==> src/rtl/s_core_loader.sv <==
// Byte-stream boot loader for s_core: parses INST/REG/GO/HALT frames and
// drives the core's setup-side instruction-memory, register-file and start-PC ports.
module s_core_loader (
  input  logic        clk,
  input  logic        rst,
  input  logic [7:0]  i_rx_data,
  input  logic        i_rx_valid,
  output logic        o_rx_ready,
  output logic        o_setup,
  output logic [31:0] o_inst_mem_addr,
  output logic [31:0] o_inst_mem_data,
  output logic        o_inst_we,
  output logic [4:0]  o_load_reg_addr,
  output logic [31:0] o_load_reg_data,
  output logic        o_reg_we,
  output logic [31:0] o_pc_instr_start_addr,
  output logic [15:0] o_frame_count,
  output logic        o_err
);

  typedef enum logic [2:0] {
    S_IDLE, S_INST_A, S_INST_D, S_REG_A, S_REG_D, S_GO_A, S_RUN
  } state_t;

  state_t      r_state;
  logic [1:0]  r_cnt;
  logic [31:0] r_shift;
  logic [31:0] r_addr_hold;
  logic [4:0]  r_idx_hold;
  logic        r_rx_ready;
  logic        r_setup;
  logic [31:0] r_inst_addr;
  logic [31:0] r_inst_data;
  logic        r_inst_we;
  logic [4:0]  r_reg_addr;
  logic [31:0] r_reg_data;
  logic        r_reg_we;
  logic [31:0] r_pc;
  logic [15:0] r_frame_count;
  logic        r_err;

  logic        w_accept;
  logic        w_last;
  logic [31:0] w_word;

  assign w_accept = i_rx_valid & r_rx_ready;
  assign w_last   = (r_cnt == 2'd3);
  // Bytes arrive LSB first, so each new byte enters at the top and the word
  // is complete once the fourth byte has shifted in.
  assign w_word   = {i_rx_data, r_shift[31:8]};

  always_ff @(posedge clk or posedge rst) begin
    if (rst) begin
      r_state       <= S_IDLE;
      r_cnt         <= '0;
      r_shift       <= '0;
      r_addr_hold   <= '0;
      r_idx_hold    <= '0;
      r_rx_ready    <= 1'b0;
      r_setup       <= 1'b1;
      r_inst_addr   <= '0;
      r_inst_data   <= '0;
      r_inst_we     <= 1'b0;
      r_reg_addr    <= '0;
      r_reg_data    <= '0;
      r_reg_we      <= 1'b0;
      r_pc          <= '0;
      r_frame_count <= '0;
      r_err         <= 1'b0;
    end else begin
      r_rx_ready <= 1'b1;
      r_inst_we  <= 1'b0;
      r_reg_we   <= 1'b0;
      if (w_accept) begin
        r_shift <= w_word;
        r_cnt   <= r_cnt + 2'd1;
        case (r_state)
          S_IDLE: begin
            r_cnt <= '0;
            case (i_rx_data)
              8'h00, 8'h04: r_state <= S_IDLE;
              8'h01:        r_state <= S_INST_A;
              8'h02:        r_state <= S_REG_A;
              8'h03:        r_state <= S_GO_A;
              default:      r_err   <= 1'b1;
            endcase
          end
          S_INST_A: if (w_last) begin
            r_addr_hold <= w_word;
            r_cnt       <= '0;
            r_state     <= S_INST_D;
          end
          S_INST_D: if (w_last) begin
            r_inst_addr   <= r_addr_hold;
            r_inst_data   <= w_word;
            r_inst_we     <= 1'b1;
            r_frame_count <= r_frame_count + 16'd1;
            r_cnt         <= '0;
            r_state       <= S_IDLE;
          end
          S_REG_A: begin
            r_idx_hold <= i_rx_data[4:0];
            r_cnt      <= '0;
            r_state    <= S_REG_D;
          end
          S_REG_D: if (w_last) begin
            r_reg_addr    <= r_idx_hold;
            r_reg_data    <= w_word;
            r_reg_we      <= 1'b1;
            r_frame_count <= r_frame_count + 16'd1;
            r_cnt         <= '0;
            r_state       <= S_IDLE;
          end
          S_GO_A: if (w_last) begin
            r_pc          <= w_word;
            r_setup       <= 1'b0;
            r_frame_count <= r_frame_count + 16'd1;
            r_cnt         <= '0;
            r_state       <= S_RUN;
          end
          S_RUN: begin
            r_cnt <= '0;
            if (i_rx_data == 8'h04) begin
              r_setup       <= 1'b1;
              r_frame_count <= r_frame_count + 16'd1;
              r_state       <= S_IDLE;
            end
          end
          default: begin
            r_cnt   <= '0;
            r_state <= S_IDLE;
          end
        endcase
      end
    end
  end

  assign o_rx_ready            = r_rx_ready;
  assign o_setup               = r_setup;
  assign o_inst_mem_addr       = r_inst_addr;
  assign o_inst_mem_data       = r_inst_data;
  assign o_inst_we             = r_inst_we;
  assign o_load_reg_addr       = r_reg_addr;
  assign o_load_reg_data       = r_reg_data;
  assign o_reg_we              = r_reg_we;
  assign o_pc_instr_start_addr = r_pc;
  assign o_frame_count         = r_frame_count;
  assign o_err                 = r_err;

endmodule

==> config.mk <==
export PLATFORM = sky130hd
export DESIGN_NAME = s_core_loader
export DESIGN_NICKNAME = d
export VERILOG_FILES = /design/src/rtl/s_core_loader.sv
export SDC_FILE = /design/constraint.sdc
export NUM_CORES = 1
export LEC_CHECK = 0
export ABC_AREA = 1
export CORE_UTILIZATION = 45
export DETAILED_ROUTE_END_ITERATION = 8
export PLACE_DENSITY_LB_ADDON = 0.12
export SYNTH_ARGS = -nofsm -noshare
export SYNTH_HDL_FRONTEND = slang
export SYNTH_SLANG_ARGS = --single-unit
==> constraint.sdc <==
create_clock -name clk -period 8.2 [get_ports clk]
set_input_delay 1.64 -clock clk [delete_from_list [all_inputs] [get_ports clk]]
set_output_delay 1.64 -clock clk [all_outputs]
set_load 0.005 [all_outputs]
==> flow_metrics.env, run 1 <==
export IMPL_netSwitchingPower_mw=0.498
export IMPL_grt_pass1_wl_mm=33.2
export IMPL_setup_viol=0
export IMPL_port_buffers=164
export IMPL_rsz0062_at_grt="false"
export IMPL_place_inst=1259
export IMPL_crit_fanout=67
export IMPL_powerDensity_mw_per_mm2=205
export IMPL_grt_pass1_vias=6198
export IMPL_diodes=0
export IMPL_die_area_sq_mm=0.0195
export IMPL_intPower_mw=1.78
export IMPL_critPathKind="input pin to register"
export IMPL_nets=1068
export IMPL_hpwl_mm=13.3
export IMPL_ys_ff_latch=220
export IMPL_status="finished clean"
export IMPL_cts_tree="built"
export IMPL_yosys_area_top_type="dfrtp_1"
export IMPL_path_clk_slew_ps=60
export IMPL_cp_num_buf_inv=4
export IMPL_post_route_min_period_ps=4800
export IMPL_num_rows=49
export IMPL_tightestPinTransition_ps=1030
export IMPL_worst_ep_arrival_time_ps=5160
export IMPL_drt_wl_total_mm=20.4
export IMPL_pwr_share_comb_pct=4.0
export IMPL_avgSynthCellArea_sq_um=9.43
export IMPL_cp_end_kind="register"
export IMPL_cap_violations=0
export IMPL_yosys_top_cells_count="nand2_1, dfrtp_1, nor2_1"
export IMPL_clock_latency_ps=510
export IMPL_relSlewSlack_pct=31.4
export IMPL_via_per_inst=4.93
export IMPL_finalHoldViolations=0
export IMPL_numClockSinks=220
export IMPL_die_width_um=140
export IMPL_dpl_cell_area_sq_mm=0.0103
export IMPL_clock_skew_ps=9.36
export IMPL_htreeDepth=1
export IMPL_first_iter_violations=364
export IMPL_clock_fmax_mhz=208
export IMPL_fin_ws_ps=3400
export IMPL_ys_types=29
export IMPL_synth_edff_count=0
export IMPL_synth_area_leaders="dfrtp_1, nand2_1, o21ai_0, a21oi_1, nor2_1"
export IMPL_worstHoldPathType="register to register"
export IMPL_syn2layout_area_growth_pct=30.2
export IMPL_max_vdd_ir_drop_v=0.000136
export IMPL_antenna_found_initial=0
export IMPL_clockBufferDepth=3
export IMPL_utilization_pct=60.7
export IMPL_post_synth_top_count_cell="nand2_1"
export IMPL_leakagePower_nw=5.25
export IMPL_overflow=0
export IMPL_setup_tns_ps=0
export IMPL_cts_root_buf="clkbuf_16"
export IMPL_maxSlewViolCount=0
export IMPL_syn_num_nets=916
export IMPL_crit_family="buffers and inverters"
export IMPL_slowest_stage="nor2_4"
export IMPL_core_area_sq_mm=0.0183
export IMPL_die_y_um=140
export IMPL_hold_buffers=0
export IMPL_grt_usage_pct=21.6
export IMPL_detail_route_antenna_nets=0
export IMPL_synth_seq_area_share_pct=64.7
export IMPL_worst_hold_slack_ps=468
export IMPL_synth_area_sq_mm=0.00851
export IMPL_wl_per_cell_um=15.6
export IMPL_design_area_sq_mm=0.0111
export IMPL_fill_cells=1581
export IMPL_cts_setup_buffers=0
export IMPL_worstPathRequired_ps=8560
export IMPL_start_util_pct=46.6
export IMPL_clock_power_share_pct=47.1
export IMPL_synthFlopType="dfrtp_1"
export IMPL_synth_warnings=0
export IMPL_ctsResizeCount=0
export IMPL_finalNonFillerCells=1301
export IMPL_grt_max_degree=152
export IMPL_pre_cts_ws_ps=2820
export IMPL_path_cells="clkdlybuf4s50_1 -> nand2_2 -> nor2_1 -> inv_2 -> nor2_4 -> clkinv_2 -> buf_4 -> nand2_1 -> o21ai_0"
export IMPL_crit_path_start_kind="input pin"
export IMPL_sw_frac_of_total_pct=21.9
export IMPL_pwr_share_seq_pct=48.9
export IMPL_first_pass_iters=9
export IMPL_async_flop_share_pct=100
export IMPL_total_power_mw=2.28
export IMPL_drc=0
export IMPL_vias=6413
export IMPL_postSynthCellCount=903
export IMPL_place_gp_congestion=0.844
export IMPL_io_pins=165
export IMPL_synth_top_cell_area_share_pct=64.4
export IMPL_drive_above_1_share_pct=6.44
export IMPL_cts_made_buffers=23
export IMPL_critical_path_max_stage_delay_ps=680
export IMPL_period_share_pct=58.5
-- routing by layer --
layer | global-route usage (%) | vias to the layer above | part of all wire [%]
met2 | 35.7 | 145 | 48
li1 | - | 3183 | -
met1 | 29.7 | 3060 | 46
met5 | 0 | - | 0
met3 | 3.89 | 25 | 4.8
met4 | 5.32 | 0 | 1.5
-- worst paths after layout --
check                                           startpoint                               to  slack [ps]  cells past startpoint
hold / removal             o_inst_mem_addr[31]$_DFFE_PP0P_  o_inst_mem_addr[31]$_DFFE_PP0P_         470                      2
min in group asynchronous                              rst  o_inst_mem_addr[13]$_DFFE_PP0P_        1750                      2
setup / recovery                                i_rx_valid  o_inst_mem_data[22]$_DFFE_PP0P_        3400                      9
max in group asynchronous                              rst      r_addr_hold[19]$_DFFE_PP0P_        4900                      3
hold reg to reg            o_inst_mem_addr[31]$_DFFE_PP0P_  o_inst_mem_addr[31]$_DFFE_PP0P_         470                      2
setup reg to reg                      o_rx_ready$_DFF_PP0_  o_inst_mem_data[22]$_DFFE_PP0P_        4660                      8
-- worst register-to-register path, cell delays in order (launching register included) --
cell	delay [ps]
dfrtp_1	360
nand2_2	460
nor2_1	400
inv_2	140
nor2_4	680
clkinv_2	620
buf_4	510
nand2_1	170
o21ai_0	80
-- power by group through the flow --
stage	clock network, mW	registers (mW)	logic, mW
after floorplan	0	1.13	0.0542
after global placement	0	1.13	0.0949
after detailed placement	0	1.13	0.0953
after CTS	1.10	1.11	0.0955
after global routing	1.14	1.12	0.106
final	1.07	1.11	0.0922
-- area by class of cell --
class                           count  area (sq um)  share of cell area [%]
Clock buffer                       35           671                    6.05
Clock inverter                      7           116                    1.05
Inverter                           56           219                    1.97
Multi-Input combinational cell    585          2610                    23.5
Sequential cell                   220          5510                    49.7
Tap cell                          229           287                    2.58
Timing Repair Buffer              169          1680                    15.1
-- state kept, by name (all words and copies together) (netlist names), 3 cells and up --
name,count
o_frame_count,16
o_inst_mem_addr,32
o_inst_mem_data,32
o_load_reg_addr,5
o_load_reg_data,32
o_pc_instr_start_addr,32
r_addr_hold,32
r_idx_hold,5
r_shift,24
r_state,3
-- cell usage in the layout, fill, tap and decap left out, drive strengths merged, types with 7 or more instances in the layout --
cell type / count
nand2: 283
dfrtp: 219
clkdlybuf4s50: 164
o21ai: 100
nor2: 85
a21oi: 65
inv: 56
clkbuf: 35
nand3: 18
nand4: 8
nor3: 7
-- cell families (layout without fill, tap and decap cells) --
kind of cell	count (synthesis)	after routing	share of synthesized area [%]
simple gates	401	401	18.5
flops	220	220	64.7
compound gates	166	166	9.83
buf+inv	98	267	4.91
xor+xnor	10	10	1.03
mux	5	5	0.661
fa+ha+maj	2	2	0.294
other cells	1	1	0.0440
Power figures use the tool's default switching activity.
==> run 2, diff against run 1 <==
==> constraint.sdc (replaced) <==
create_clock -name clk -period 4.1 [get_ports clk]
set_input_delay 0.82 -clock clk [delete_from_list [all_inputs] [get_ports clk]]
set_output_delay 0.82 -clock clk [all_outputs]
set_load 0.005 [all_outputs]
==> run 2 against run 1 <==
Combinational power increased by 100%. Critical endpoint is now o_setup. Cell area is 0.45% higher. Global-route usage is 0.77 points higher. Sequential share of layout area is 0.22 points lower. Critical path depth is 8 lower. Wire length up 2.2%. Critical path type is now register to output port. Via count rose by 3.8%. Register-to-register slack got worse by 2800 ps.
==> flow_metrics.env, run 2 (same netlist as run 1, synthesis figures left out) <==
export IMPL_htreeDepth=1
export IMPL_slowest_stage="dfstp_2"
export IMPL_tightestPinTransition_ps=925
export IMPL_cts_tree="built"
export IMPL_die_area_sq_mm=0.0195
export IMPL_place_gp_congestion=0.830
export IMPL_nets=1076
export IMPL_clockBufferDepth=3
export IMPL_numClockSinks=220
export IMPL_leakagePower_nw=5.28
export IMPL_post_route_min_period_ps=2370
export IMPL_cts_made_buffers=23
export IMPL_clock_skew_ps=10.6
export IMPL_die_y_um=140
export IMPL_grt_pass1_wl_mm=34.6
export IMPL_total_power_mw=4.47
export IMPL_grt_pass1_vias=6435
export IMPL_grt_usage_pct=22.4
export IMPL_critPathKind="register to output port"
export IMPL_cts_root_buf="clkbuf_16"
export IMPL_io_pins=165
export IMPL_grt_max_degree=65
export IMPL_hold_buffers=0
export IMPL_cts_setup_buffers=0
export IMPL_setup_viol=0
export IMPL_cp_num_cells=1
export IMPL_reg2reg_depth=9
export IMPL_via_per_inst=5.10
export IMPL_drc=0
export IMPL_setup_tns_ps=0
export IMPL_core_area_sq_mm=0.0183
export IMPL_period_share_pct=57.8
export IMPL_drt_wl_total_mm=20.8
export IMPL_syn2layout_area_growth_pct=30.8
export IMPL_finalHoldViolations=0
export IMPL_cp_end_kind="output port"
export IMPL_final_common_cell="nand2_1"
export IMPL_first_iter_violations=364
export IMPL_antenna_found_initial=0
export IMPL_max_vdd_ir_drop_v=0.000281
export IMPL_worst_hold_path_num_cells=2
export IMPL_pre_cts_ws_ps=1180
export IMPL_path_cells="clkdlybuf4s50_1"
export IMPL_first_pass_iters=4
export IMPL_powerDensity_mw_per_mm2=401
export IMPL_worst_hold_slack_ps=470
export IMPL_crit_fanout=2
export IMPL_detail_route_antenna_nets=0
export IMPL_final_cell_mix="nand2_1, dfrtp_1, clkdlybuf4s50_1, nor2_1, o21ai_0"
export IMPL_clock_latency_ps=500
export IMPL_wl_per_cell_um=15.9
export IMPL_start_util_pct=46.6
export IMPL_ctsResizeCount=0
export IMPL_path_clk_slew_ps=60
export IMPL_crit_family="flip-flops"
export IMPL_worstHoldPathType="register to register"
export IMPL_worstPathRequired_ps=3280
export IMPL_port_buffers=164
export IMPL_hpwl_mm=13.7
export IMPL_design_area_sq_mm=0.0111
export IMPL_worst_ep_arrival_time_ps=1550
export IMPL_diodes=0
export IMPL_overflow=0
export IMPL_critical_path_max_stage_delay_ps=550
export IMPL_dpl_cell_area_sq_mm=0.0104
export IMPL_status="finished clean"
export IMPL_cap_violations=0
export IMPL_crit_path_start_kind="register"
export IMPL_fin_ws_ps=1730
export IMPL_maxSlewViolCount=0
export IMPL_num_rows=49
export IMPL_relSlewSlack_pct=38.2
export IMPL_rsz0062_at_grt="false"
export IMPL_drive_above_1_share_pct=6.78
export IMPL_clock_fmax_mhz=422
export IMPL_die_width_um=140
export IMPL_cp_num_buf_inv=1
export IMPL_vias=6656
-- run 2: layer usage --
layer  wire (um)  up-vias  track usage (%)
li1            -     3199                -
met1        9320     3232             31.5
met2        9900      187             36.2
met3        1060       38             3.30
met4         516        0             6.88
met5           0        -                0
-- run 2: final timing paths --
path                                            start                         endpoint  slack [ps]
max                               o_setup$_DFFE_PP1P_                          o_setup        1730
min                        r_addr_hold[7]$_DFFE_PP0P_   o_inst_mem_addr[7]$_DFFE_PP0P_         470
max reg2reg                      r_cnt[0]$_DFFE_PP0P_   o_inst_mem_data[7]$_DFFE_PP0P_        1910
min reg2reg                r_addr_hold[7]$_DFFE_PP0P_   o_inst_mem_addr[7]$_DFFE_PP0P_         470
max in group asynchronous                         rst              o_setup$_DFFE_PP1P_        2430
min in group asynchronous                         rst  o_inst_mem_addr[17]$_DFFE_PP0P_         870
-- run 2: layout make-up --
class,instances,area [sq um]
flip-flops and latches,220,5510
inverters,56,215
repair buffers,177,1790
multi-input cells,585,2610
well taps,229,287
fillers,1612,7130
clock inverters,4,70.1
clock buffers,35,661
-- run 2: through the flow --
stage                     utilization (%)  instances
after floorplan                         -        903
after global placement               57.0       1267
after detailed placement             57.0       1267
after CTS                            61.0       1306
after global routing                 61.0       1306
final                                61.0       1306
-- run 2: where the power goes --
part	internal, mW	leakage, nW	switching (mW)	total [mW]
clock network	1.23	0.358	0.820	2.05
logic	0.0417	1.89	0.147	0.189
registers	2.21	3.03	0.0200	2.23
==> run 3, diff against run 2 <==
==> constraint.sdc (replaced) <==
create_clock -name clk -period 2.1 [get_ports clk]
set_input_delay 0.42 -clock clk [delete_from_list [all_inputs] [get_ports clk]]
set_output_delay 0.42 -clock clk [all_outputs]
set_load 0.005 [all_outputs]
==> run 3 against run 2 <==
Die area unchanged. First-iteration DRC count decreased by 24%. Largest power group is now the clock network. Clock skew decreased by 4.7 ps. Sequential power increased by 95%. Register-to-register slack got worse by 1600 ps. Utilization increased by 1.7 points. Clock power increased by 110%. Via count decreased by 1.2%. Cell area increased by 2.9%. Largest cell class unchanged. Total power increased by 100%.
==> flow_metrics.env, run 3 (same netlist as run 1, synthesis figures left out) <==
export IMPL_antenna_found_initial=0
export IMPL_clock_latency_ps=490
export IMPL_netSwitchingPower_mw=1.96
export IMPL_grt_pass1_vias=6246
export IMPL_powerDensity_mw_per_mm2=795
export IMPL_leakagePower_nw=5.45
export IMPL_first_iter_violations=278
export IMPL_crit_fanout=2
export IMPL_clock_fmax_mhz=509
export IMPL_pwr_share_comb_pct=4.3
export IMPL_ctsResizeCount=0
export IMPL_r2r_slack_ps=330
export IMPL_cap_violations=0
export IMPL_reg2reg_to="o_load_reg_data[20]$_DFFE_PP0P_"
export IMPL_diodes=0
export IMPL_crit_path_start_kind="register"
export IMPL_max_vdd_ir_drop_v=0.000856
export IMPL_port_buffers=164
export IMPL_total_power_mw=9.10
export IMPL_clockBufferDepth=3
export IMPL_worstHoldPathType="input pin to async pin"
export IMPL_die_width_um=140
export IMPL_finalNonFillerCells=1331
export IMPL_drive_above_1_share_pct=9.26
export IMPL_worst_ep_arrival_time_ps=1540
export IMPL_worst_hold_slack_ps=370
export IMPL_reg2reg_depth=8
export IMPL_sw_frac_of_total_pct=21.5
export IMPL_hold_buffers=0
export IMPL_place_inst=1290
export IMPL_grtUsageMet1_pct=30.5
export IMPL_critPathKind="register to output port"
export IMPL_drt_wl_total_mm=20.6
export IMPL_pwr_share_seq_pct=47.8
export IMPL_endpoint="o_setup"
export IMPL_wl_per_cell_um=15.4
export IMPL_grt_max_degree=81
export IMPL_setup_viol=0
export IMPL_design_area_sq_mm=0.0115
export IMPL_final_cell_mix="nand2_1, dfrtp_1, clkdlybuf4s50_1, nor2_1, o21ai_0"
export IMPL_htreeDepth=1
export IMPL_nets=1099
export IMPL_r2r_start="r_cnt[1]$_DFFE_PP0P_"
export IMPL_status="finished clean"
export IMPL_syn2layout_area_growth_pct=34.6
export IMPL_cp_num_cells=1
export IMPL_cts_made_buffers=23
export IMPL_vias=6575
export IMPL_critical_path_max_stage_delay_ps=550
export IMPL_path_cells="clkdlybuf4s50_1"
export IMPL_grt_pass1_wl_mm=34.0
export IMPL_die_y_um=140
export IMPL_crit_family="flip-flops"
export IMPL_overflow=0
export IMPL_setup_tns_ps=0
export IMPL_numClockSinks=220
export IMPL_core_area_sq_mm=0.0183
export IMPL_place_gp_congestion=0.843
export IMPL_via_per_inst=4.94
export IMPL_period_share_pct=93.5
export IMPL_num_rows=49
export IMPL_cp_end_kind="output port"
export IMPL_post_route_min_period_ps=1960
export IMPL_die_area_sq_mm=0.0195
export IMPL_start_util_pct=46.6
export IMPL_rsz0062_at_grt="false"
export IMPL_io_pins=165
export IMPL_finalHoldViolations=0
export IMPL_met2_usage_pct=36.6
export IMPL_maxSlewViolCount=0
export IMPL_cts_root_buf="clkbuf_16"
export IMPL_grt_usage_pct=22.1
export IMPL_top_usage_layer="met2"
export IMPL_intPower_mw=7.14
export IMPL_fill_cells=1545
export IMPL_cts_tree="built"
export IMPL_final_common_cell="nand2_1"
export IMPL_critPathLaunch="o_setup$_DFFE_PP1P_"
export IMPL_met3_usage_pct=3.48
export IMPL_path_clk_slew_ps=60
export IMPL_first_pass_iters=6
export IMPL_clock_skew_ps=5.90
export IMPL_cp_num_buf_inv=1
export IMPL_detail_route_antenna_nets=0
export IMPL_slowest_stage="dfstp_2"
export IMPL_hpwl_mm=13.9
export IMPL_worstPathRequired_ps=1680
export IMPL_cts_setup_buffers=0
export IMPL_dpl_cell_area_sq_mm=0.0106
export IMPL_clock_power_share_pct=47.9
export IMPL_drc=0
run 3: worst register-to-register path, delay by kind of cell, from the launching register on:
family | cells | cell delay, ps
buffers and inverters | 3 | 490
AND/OR/NAND/NOR | 3 | 530
adder cells (fa/ha/maj) | 1 | 200
AO/OA/AOI/OAI | 1 | 120
flip-flops | 1 | 350
run 3: per-layer routing:
layer	up-vias	wire [um]
met2	151	9930
li1	3257	-
met4	0	464
met5	-	0
met3	29	876
met1	3138	9290
run 3: worst min path at each step:
stage and end:
2_1_floorplan r_idx_hold[2]$_DFFE_PP0P_, 3_3_place_gp o_inst_mem_addr[3]$_DFFE_PP0P_, 3_5_place_dp o_inst_mem_addr[21]$_DFFE_PP0P_, 4_1_cts r_shift[26]$_DFFE_PP0P_
5_1_grt o_inst_mem_addr[17]$_DFFE_PP0P_, 6_report o_inst_mem_data[18]$_DFFE_PP0P_
run 3: cell type report:
class | count | area [sq um] | share of cell area [%]
Clock buffer | 30 | 632 | 5.52
Clock inverter | 11 | 183 | 1.59
Inverter | 56 | 215 | 1.88
Multi-Input combinational cell | 585 | 2610 | 22.8
Sequential cell | 220 | 5510 | 48.1
Tap cell | 229 | 287 | 2.50
Timing Repair Buffer | 200 | 2020 | 17.7
run 3: power by group through the flow:
| stage | sequential, mW | clock [mW] | combinational (mW) |
|---|---|---|---|
| floorplan | 4.42 | 0 | 0.212 |
| global placement | 4.43 | 0 | 0.401 |
| detailed placement | 4.43 | 0 | 0.405 |
| CTS | 4.35 | 4.45 | 0.407 |
| global route | 4.36 | 4.60 | 0.450 |
| finish | 4.35 | 4.36 | 0.393 |
run 3: through the flow:
| stage | util, % | setup WS [ps] |
|---|---|---|
| floorplan | - | -1190 |
| CTS | 62.7 | 95.8 |
| global route | 62.7 | 83.4 |
| global placement | 58.2 | 1.23 |
| finish | 62.7 | 137 |
| detailed placement | 58.2 | -27.4 |
